### config.mk
export PLATFORM = sky130hd
export DESIGN_NAME = gpio_debounce
export DESIGN_NICKNAME = d
export VERILOG_FILES = /design/src/rtl/gpio_pkg.sv /design/src/rtl/gpio_db_cell.sv /design/src/rtl/gpio_debounce.sv
export SDC_FILE = /design/constraint.sdc
export NUM_CORES = 1
export LEC_CHECK = 0
export BUFFER_PORTS_ARGS = -buffer_cell sky130_fd_sc_hd__clkbuf_2
export CAP_MARGIN = 20
export CORE_MARGIN = 4
export CORE_UTILIZATION = 64
export DETAILED_ROUTE_END_ITERATION = 6
export GPL_TIMING_DRIVEN = 0
export PLACE_DENSITY = 0.86
export SYNTH_ARGS = -nofsm -noshare
export SYNTH_HDL_FRONTEND = slang
export SYNTH_SLANG_ARGS = --single-unit
export TNS_END_PERCENT = 5
### constraint.sdc
create_clock -name pclk -period 5.7 [get_ports pclk]
set_clock_uncertainty 0.15 [all_clocks]
set_input_delay 1.14 -clock pclk [delete_from_list [all_inputs] [get_ports pclk]]
set_output_delay 1.14 -clock pclk [all_outputs]
set_load 0.01 [all_outputs]
### src/rtl/gpio_pkg.sv
// Shared constants and types for the GPIO port-A input conditioning path.
package gpio_pkg;

  localparam int GPIO_PIN_NUM  = 8;
  localparam int GPIO_DB_CNT_W = 8;
  localparam int GPIO_DB_PRE_W = 16;

  typedef struct packed {
    logic en;
  } db_cfg_t;

endpackage

### src/rtl/gpio_db_cell.sv
// One pad: two-flop synchroniser, tick-driven debounce counter, filtered level
// and registered rise/fall/busy flags.
module gpio_db_cell
  import gpio_pkg::*;
#(
  parameter int CNT_W = GPIO_DB_CNT_W
) (
  input  logic             clk,
  input  logic             rst,
  input  logic             pad,
  input  db_cfg_t          cfg,
  input  logic             tick,
  input  logic [CNT_W-1:0] thresh,
  output logic             level,
  output logic             rise,
  output logic             fall,
  output logic             busy
);

  logic             sync1, sync2;
  logic             s, s_nxt;
  logic [CNT_W-1:0] c, c_nxt;

  // c only increments while below thresh, so it can never wrap.
  always_comb begin
    s_nxt = s;
    c_nxt = c;
    if (!cfg.en) begin
      s_nxt = sync2;
      c_nxt = '0;
    end else if (sync2 == s) begin
      c_nxt = '0;
    end else if (tick) begin
      if (c >= thresh) begin
        s_nxt = sync2;
        c_nxt = '0;
      end else begin
        c_nxt = c + 1'b1;
      end
    end
  end

  always_ff @(posedge clk) begin
    if (rst) begin
      sync1 <= 1'b0;
      sync2 <= 1'b0;
      s     <= 1'b0;
      c     <= '0;
      rise  <= 1'b0;
      fall  <= 1'b0;
      busy  <= 1'b0;
    end else begin
      sync1 <= pad;
      sync2 <= sync1;
      s     <= s_nxt;
      c     <= c_nxt;
      rise  <= s_nxt & ~s;
      fall  <= ~s_nxt & s;
      // Compared against the next state so busy drops with the accepting edge.
      busy  <= (sync2 != s_nxt);
    end
  end

  assign level = s;

endmodule

### src/rtl/gpio_debounce.sv
// Port-A input conditioning: shared tick prescaler plus one debounce cell per pin.
module gpio_debounce
  import gpio_pkg::*;
#(
  parameter int PIN_NUM = GPIO_PIN_NUM,
  parameter int CNT_W   = GPIO_DB_CNT_W,
  parameter int PRE_W   = GPIO_DB_PRE_W
) (
  input  logic               pclk,
  input  logic               preset,
  input  logic [PIN_NUM-1:0] pad_in,
  input  logic [PIN_NUM-1:0] db_en,
  input  logic [CNT_W-1:0]   db_cnt,
  input  logic [PRE_W-1:0]   db_pre,
  output logic [PIN_NUM-1:0] ext_porta,
  output logic [PIN_NUM-1:0] porta_rise,
  output logic [PIN_NUM-1:0] porta_fall,
  output logic [PIN_NUM-1:0] db_busy
);

  logic [PRE_W-1:0] pre_cnt;
  logic             tick;

  // ">=" rather than "==" so lowering db_pre below pre_cnt wraps at once.
  assign tick = (pre_cnt >= db_pre);

  always_ff @(posedge pclk) begin
    if (preset) begin
      pre_cnt <= '0;
    end else if (tick) begin
      pre_cnt <= '0;
    end else begin
      pre_cnt <= pre_cnt + 1'b1;
    end
  end

  for (genvar i = 0; i < PIN_NUM; i++) begin : g_pin
    db_cfg_t cfg;
    assign cfg.en = db_en[i];

    gpio_db_cell #(.CNT_W(CNT_W)) u_cell (
      .clk    (pclk),
      .rst    (preset),
      .pad    (pad_in[i]),
      .cfg    (cfg),
      .tick   (tick),
      .thresh (db_cnt),
      .level  (ext_porta[i]),
      .rise   (porta_rise[i]),
      .fall   (porta_fall[i]),
      .busy   (db_busy[i])
    );
  end

endmodule

==> flow_metrics.tcl, run 1 <==
set metrics [dict create \
    r2r_end "g_pin[1].u_cell.c[1]" \
    syn_nets 931 \
    track_usage_pct 27.6 \
    max_stage_delay_ns 0.40 \
    p_int_mw 1.62 \
    cts_buffers 17 \
    clkSlewWorstSetupHoldPaths_ns 0.06 \
    synth_ff_type "dfxtp_1" \
    crit_top_cell "a21oi_1" \
    finalHoldViolCount 0 \
    syn_to_final_growth_pct 15.8 \
    finalSetupViolCount 0 \
    post_cts_buffers 0 \
    async_flop_share_pct 0 \
    antenna_cells 0 \
    slew_headroom_pct 47.2 \
    slew_violations 0 \
    netlist_area_um2 7120 \
    critPathArrivalTime_ns 3.51 \
    syn_inst 800 \
    grt_max_degree 17 \
    cp-end-kind "flip-flop" \
    worstSetupStartpointType "input port" \
    std_cell_rows 38 \
    drtAntennaViolNets 0 \
    ctsLongestPathBuffers 2 \
    power.density_nw_per_um2 256 \
    hold_buffers 0 \
    port_buffers 73 \
    r2r_start "pre_cnt[0]" \
    overflow 0 \
    power.total_mw 2.11 \
    synth_seq_cells 128 \
    grt_pass1_vias 5963 \
    drc 0 \
    ys_seq_area_share_pct 36.0 \
    via_count 5942 \
    crit_chain "clkbuf_2 > inv_1 > ha_1 > a21oi_1 > o21ai_0 > a21oi_1 > clkbuf_1 > nand2_1 > clkbuf_1 > nand2_1 > a21oi_1" \
    clockPowerShare_pct 51.0 \
    worstSkewPairLatency_ns 0.53 \
    switchingPower_uw 487 \
    place_congestion 0.819 \
    cts_resized 0 \
    hold_slack_ns 0.292 \
    run_status "complete, no violations" \
    drt_first_pass_iters 7 \
    cts_tree "built" \
    drtIter0Drc 456 \
    die_h_um 114 \
    wl_per_cell_um 16.4 \
    leakage_nw 3.57 \
    synth_edf_count 0 \
    r2r_setup_slack_ns 2.71 \
    cts_root_buf "clkbuf_8" \
    ioPinCount 74 \
    max_cap_viol_count 0 \
    setup.worst_path.end "g_pin[1].u_cell.c[1]" \
    rsz0062_at_grt "false" \
    cp-startpoint "db_pre[11]" \
    worst_pin_slew_ns 0.792 \
    initial_core_util_pct 65.4 \
    setup_tns_ns 0 \
    grt_pass1_wl_um 28300 \
    slowest_stage "clkbuf_1" \
    die_width_um 114 \
    yosysWarnings 0 \
    dpl.hpwl_um 11700 \
    min_period_over_period_pct 57.4 \
    period_needed_ns 3.27 \
    htreeDepth 4 \
    ir_drop_mv 0.327 \
    path_max_fanout 10 \
    fmax_mhz 305 \
    final_nets 1023 \
    p_comb_share_pct 5.7 \
    fillCellCount 795 \
    cts_sinks 128 \
    hold_path.class "flip-flop to flip-flop" \
    cp.required_ns 5.94 \
    swShare_pct 23.1 \
    post_synth.cell_area_avg_um2 8.91 \
    core_area_um2 10900 \
    synth.distinct_cells 38 \
    vias_per_cell 5.69 \
    die_area_um2 12900 \
    drt_wl_total_um 17100 \
    share_seq_of_total_power_pct 43.3 \
    critPathKind "input port to flip-flop" \
    drive_above_1_share_pct 17.1 \
    rr_worst_depth 10 \
    antenna_found_initial 0 \
]
power by group through the flow:
stage               sequential [mW]  combinational, mW  clock (mW)
detailed placement            0.932              0.117           0
finish                        0.913              0.120        1.07
global placement              0.932              0.113           0
global route                  0.914              0.136        1.12
CTS                           0.913              0.120        1.08
floorplan                     0.930             0.0741           0
routing by layer:
metal / up-vias / wire, um / GRT usage, %
met4: 0 / 537 / 13.7
met3: 44 / 1110 / 6.58
li1: 2931 / - / -
met5: - / 0 / 0
met1: 2756 / 7190 / 32.5
met2: 211 / 8300 / 47.1
worst min path at each step:
stage / start / endpoint / slack (ns) / cells after the start
3_3_place_gp: g_pin[5].u_cell.sync1 / g_pin[5].u_cell.sync2 / 0.27 / 1
6_report: g_pin[3].u_cell.sync1 / g_pin[3].u_cell.sync2 / 0.29 / 1
4_1_cts: g_pin[3].u_cell.sync1 / g_pin[3].u_cell.sync2 / 0.29 / 1
3_5_place_dp: g_pin[2].u_cell.sync1 / g_pin[2].u_cell.sync2 / 0.27 / 1
5_1_grt: g_pin[0].u_cell.sync1 / g_pin[0].u_cell.sync2 / 0.31 / 1
2_1_floorplan: g_pin[0].u_cell.sync1 / g_pin[0].u_cell.sync2 / 0.26 / 1
cells in the final DEF, fill, tap and decap left out, types with 9 or more instances in the layout:
| cell type | instances |
|---|---|
| a211oi_1 | 11 |
| a21boi_0 | 9 |
| a21oi_1 | 74 |
| buf_4 | 33 |
| clkbuf_1 | 13 |
| clkbuf_16 | 16 |
| clkbuf_2 | 73 |
| dfxtp_1 | 128 |
| ha_1 | 89 |
| inv_1 | 48 |
| nand2_1 | 65 |
| nand2b_1 | 42 |
| nand3_1 | 27 |
| nand4_1 | 10 |
| nor2_1 | 64 |
| nor2b_1 | 16 |
| nor3_1 | 16 |
| o21ai_0 | 15 |
| xnor2_1 | 44 |
critical path: cells and delay by family:
family          cells  cell delay, ns
compound gates      4            0.70
buf+inv             4            0.87
fa+ha+maj           1            0.32
simple gates        2            0.48
logic make-up (layout without fill, tap and decap cells):
| group | Yosys count | in the layout | synth area share (%) |
|---|---|---|---|
| buf+inv | 103 | 207 | 7.66 |
| flops | 128 | 128 | 36.0 |
| compound gates | 160 | 160 | 15.5 |
| xor+xnor | 52 | 52 | 6.39 |
| simple gates | 260 | 260 | 17.7 |
| fa+ha+maj | 89 | 89 | 15.6 |
| mux | 8 | 8 | 1.12 |
sequential cells by signal, summed over array words and instances, names as in the netlist:
register            count
g_pin.u_cell.c         64
pre_cnt                16
g_pin.u_cell.sync1      8
g_pin.u_cell.level      8
g_pin.u_cell.rise       8
g_pin.u_cell.sync2      8
g_pin.u_cell.fall       8
g_pin.u_cell.busy       8
stage by stage:
step	instance area, um^2	setup slack (ns)	util [%]	std cells
4_1_cts	8250	2.47	75.7	1044
5_1_grt	8250	2.28	75.7	1044
2_1_floorplan	7120	2.51	-	800
6_report	8250	2.43	75.7	1044
3_3_place_gp	7660	1.93	70.4	1013
3_5_place_dp	7660	1.93	70.4	1013
cell type report:
class	count	area, um^2	share of cell area (%)
Timing Repair Buffer	73	365	4.43
Tap cell	140	175	2.12
Multi-Input combinational cell	569	4020	48.7
Inverter	48	180	2.18
Sequential cell	128	2560	31.1
Clock inverter	14	168	2.03
Buffer	55	365	4.43
Clock buffer	17	414	5.02
cells in the mapped netlist, types with 9 or more instances:
| library cell | instances | share of area [%] |
|---|---|---|
| dfxtp_1 | 128 | 36 |
| a21oi_1 | 74 | 5.2 |
| nand2_1 | 65 | 3.4 |
| ha_1 | 89 | 16 |
| buf_4 | 33 | 3.5 |
| a21boi_0 | 9 | 0.95 |
| clkbuf_1 | 13 | 0.68 |
| nor2b_1 | 16 | 1.4 |
| a211oi_1 | 11 | 1.2 |
| nand2b_1 | 42 | 3.7 |
| nand4_1 | 10 | 0.88 |
| nor2_1 | 64 | 3.4 |
| nand3_1 | 27 | 1.9 |
| xnor2_1 | 44 | 5.4 |
| o21ai_0 | 15 | 1.1 |
| nor3_1 | 16 | 1.1 |
| inv_1 | 48 | 2.5 |
No activity file was read; power rests on OpenSTA's default activity.
==> run 2, diff against run 1 <==
Settings changed: CORE_UTILIZATION 64 to 60, PLACE_DENSITY 0.86 to 0.81.
Clock period 5.7 ns to 3.1 ns, I/O delays scaled along.
==> flow_metrics.tcl, run 2 (synthesis results as in run 1) <==
set metrics [dict create \
    run_status "complete, no violations" \
    port_buffers 73 \
    wl_per_cell_um 16.5 \
    rsz0062_at_grt "true" \
    critPathKind "flip-flop to flip-flop" \
    track_usage_pct 26.5 \
    drt_first_pass_iters 5 \
    grt_use_met2_pct 45.5 \
    initial_core_util_pct 61.9 \
    ioPinCount 74 \
    critPathBufInv 2 \
    htreeDepth 4 \
    cts_sinks 128 \
    reg.largest.list "g_pin.u_cell.c x64, pre_cnt x16" \
    path_max_fanout 10 \
    cts_resized 1 \
    grt_max_degree 17 \
    final_common_cell "dfxtp_1" \
    top_usage_layer "met2" \
    place_congestion 0.905 \
    finalSetupViolCount 0 \
    vias_per_cell 5.73 \
    die_width_um 117 \
    std_cell_rows 39 \
    antenna_cells 0 \
    setup_tns_ns 0 \
    cts_tree "built" \
    cp-end-kind "flip-flop" \
    fillCellCount 880 \
    die_h_um 117 \
    final_cells 1047 \
    layout_common_cells "128 x dfxtp_1, 89 x ha_1, 74 x a21oi_1, 74 x clkbuf_2, 65 x nand2_1" \
    power.density_nw_per_um2 469 \
    worstSetupStartpointType "flip-flop" \
    cp.required_ns 3.25 \
    grt_pass1_wl_um 28000 \
    final_nets 1023 \
    dpl.hpwl_um 12300 \
    crit_top_cell "a21oi_1" \
    cts_buffers 17 \
    largest_reg_flops 64 \
    critPathArrivalTime_ns 3.18 \
    finalHoldViolCount 0 \
    drt_wl_total_um 17200 \
    regMostFlops "g_pin.u_cell.c" \
    fmax_mhz 330 \
    ctsLongestPathBuffers 2 \
    slowest_stage "clkbuf_1" \
    antenna_found_initial 0 \
    drtIter0Drc 330 \
    crit_chain "ha_1 > a21oi_1 > o21ai_0 > a21oi_1 > clkbuf_1 > clkbuf_1 > a21oi_1 > xnor2_1 > nor2_1" \
    ir_drop_mv 0.295 \
    grt_pass1_vias 6019 \
    slew_headroom_pct 48.1 \
    cts_root_buf "clkbuf_16" \
    dp_cells 1016 \
    met1_usage_pct 30.5 \
    worstHoldStart "pad_in[5]" \
    crit_family "buffers and inverters" \
    syn_to_final_growth_pct 15.9 \
    grt_util_met3_pct 6.79 \
    worst_pin_slew_ns 0.778 \
    hold_buffers 0 \
    leakage_nw 3.59 \
    power.total_mw 3.87 \
    die_area_um2 13700 \
    min_period_over_period_pct 97.7 \
    hold_path.class "input port to flip-flop" \
    cp-startpoint "pre_cnt[9]" \
    max_cap_viol_count 0 \
    clkSlewWorstSetupHoldPaths_ns 0.05 \
    hold_slack_ns 0.249 \
    drc 0 \
    drive_above_1_share_pct 16.8 \
    period_needed_ns 3.03 \
    post_cts_buffers 0 \
    via_count 6004 \
    worstSkewPairLatency_ns 0.43 \
    slew_violations 0 \
    max_stage_delay_ns 0.48 \
    core_area_um2 11500 \
    overflow 0 \
    drtAntennaViolNets 0 \
    r2r_start "pre_cnt[9]" \
]
## run 2: where the power goes
group	switching, mW	internal [mW]
clock	0.708	1.26
combinational	0.126	0.0967
sequential	0.0121	1.67
total	0.846	3.02
## run 2: area by class of cell
class | count | area (um^2) | area share [%]
inverter | 48 | 180 | 2.18
timing repair buffer | 73 | 365 | 4.42
tap | 143 | 179 | 2.17
sequential | 128 | 2560 | 31.0
multi-input combinational | 569 | 4030 | 48.8
clock inverter | 5 | 77.6 | 0.939
clock buffer | 26 | 499 | 6.04
buffer | 55 | 368 | 4.45
## run 2: final timing paths
| check | depth (start not counted) | to | slack [ns] |
|---|---|---|---|
| worst max register to register | 9 | g_pin[5].u_cell.c[6] | 0.07 |
| worst min register to register | 1 | g_pin[7].u_cell.sync2 | 0.28 |
| worst min-delay path | 2 | g_pin[5].u_cell.sync1 | 0.25 |
| worst max-delay path | 9 | g_pin[5].u_cell.c[6] | 0.07 |
## run 2: per-stage QoR
| stage | setup WS [ns] | util [%] | area (um^2) |
|---|---|---|---|
| after floorplan | 0.429 | - | 7120 |
| after global placement | -0.239 | 66.6 | 7670 |
| after detailed placement | -0.389 | 66.6 | 7670 |
| after CTS | 0.0225 | 71.6 | 8250 |
| after global routing | -0.0811 | 71.7 | 8260 |
| final | 0.0700 | 71.7 | 8260 |
## run 2: per-layer routing
| metal | up-vias | part of all wire [%] | wire [um] |
|---|---|---|---|
| met5 | - | 0 | 0 |
| met4 | 0 | 3.2 | 557 |
| met3 | 53 | 5.3 | 912 |
| met2 | 172 | 50 | 8540 |
| met1 | 2848 | 42 | 7220 |
| li1 | 2931 | - | - |
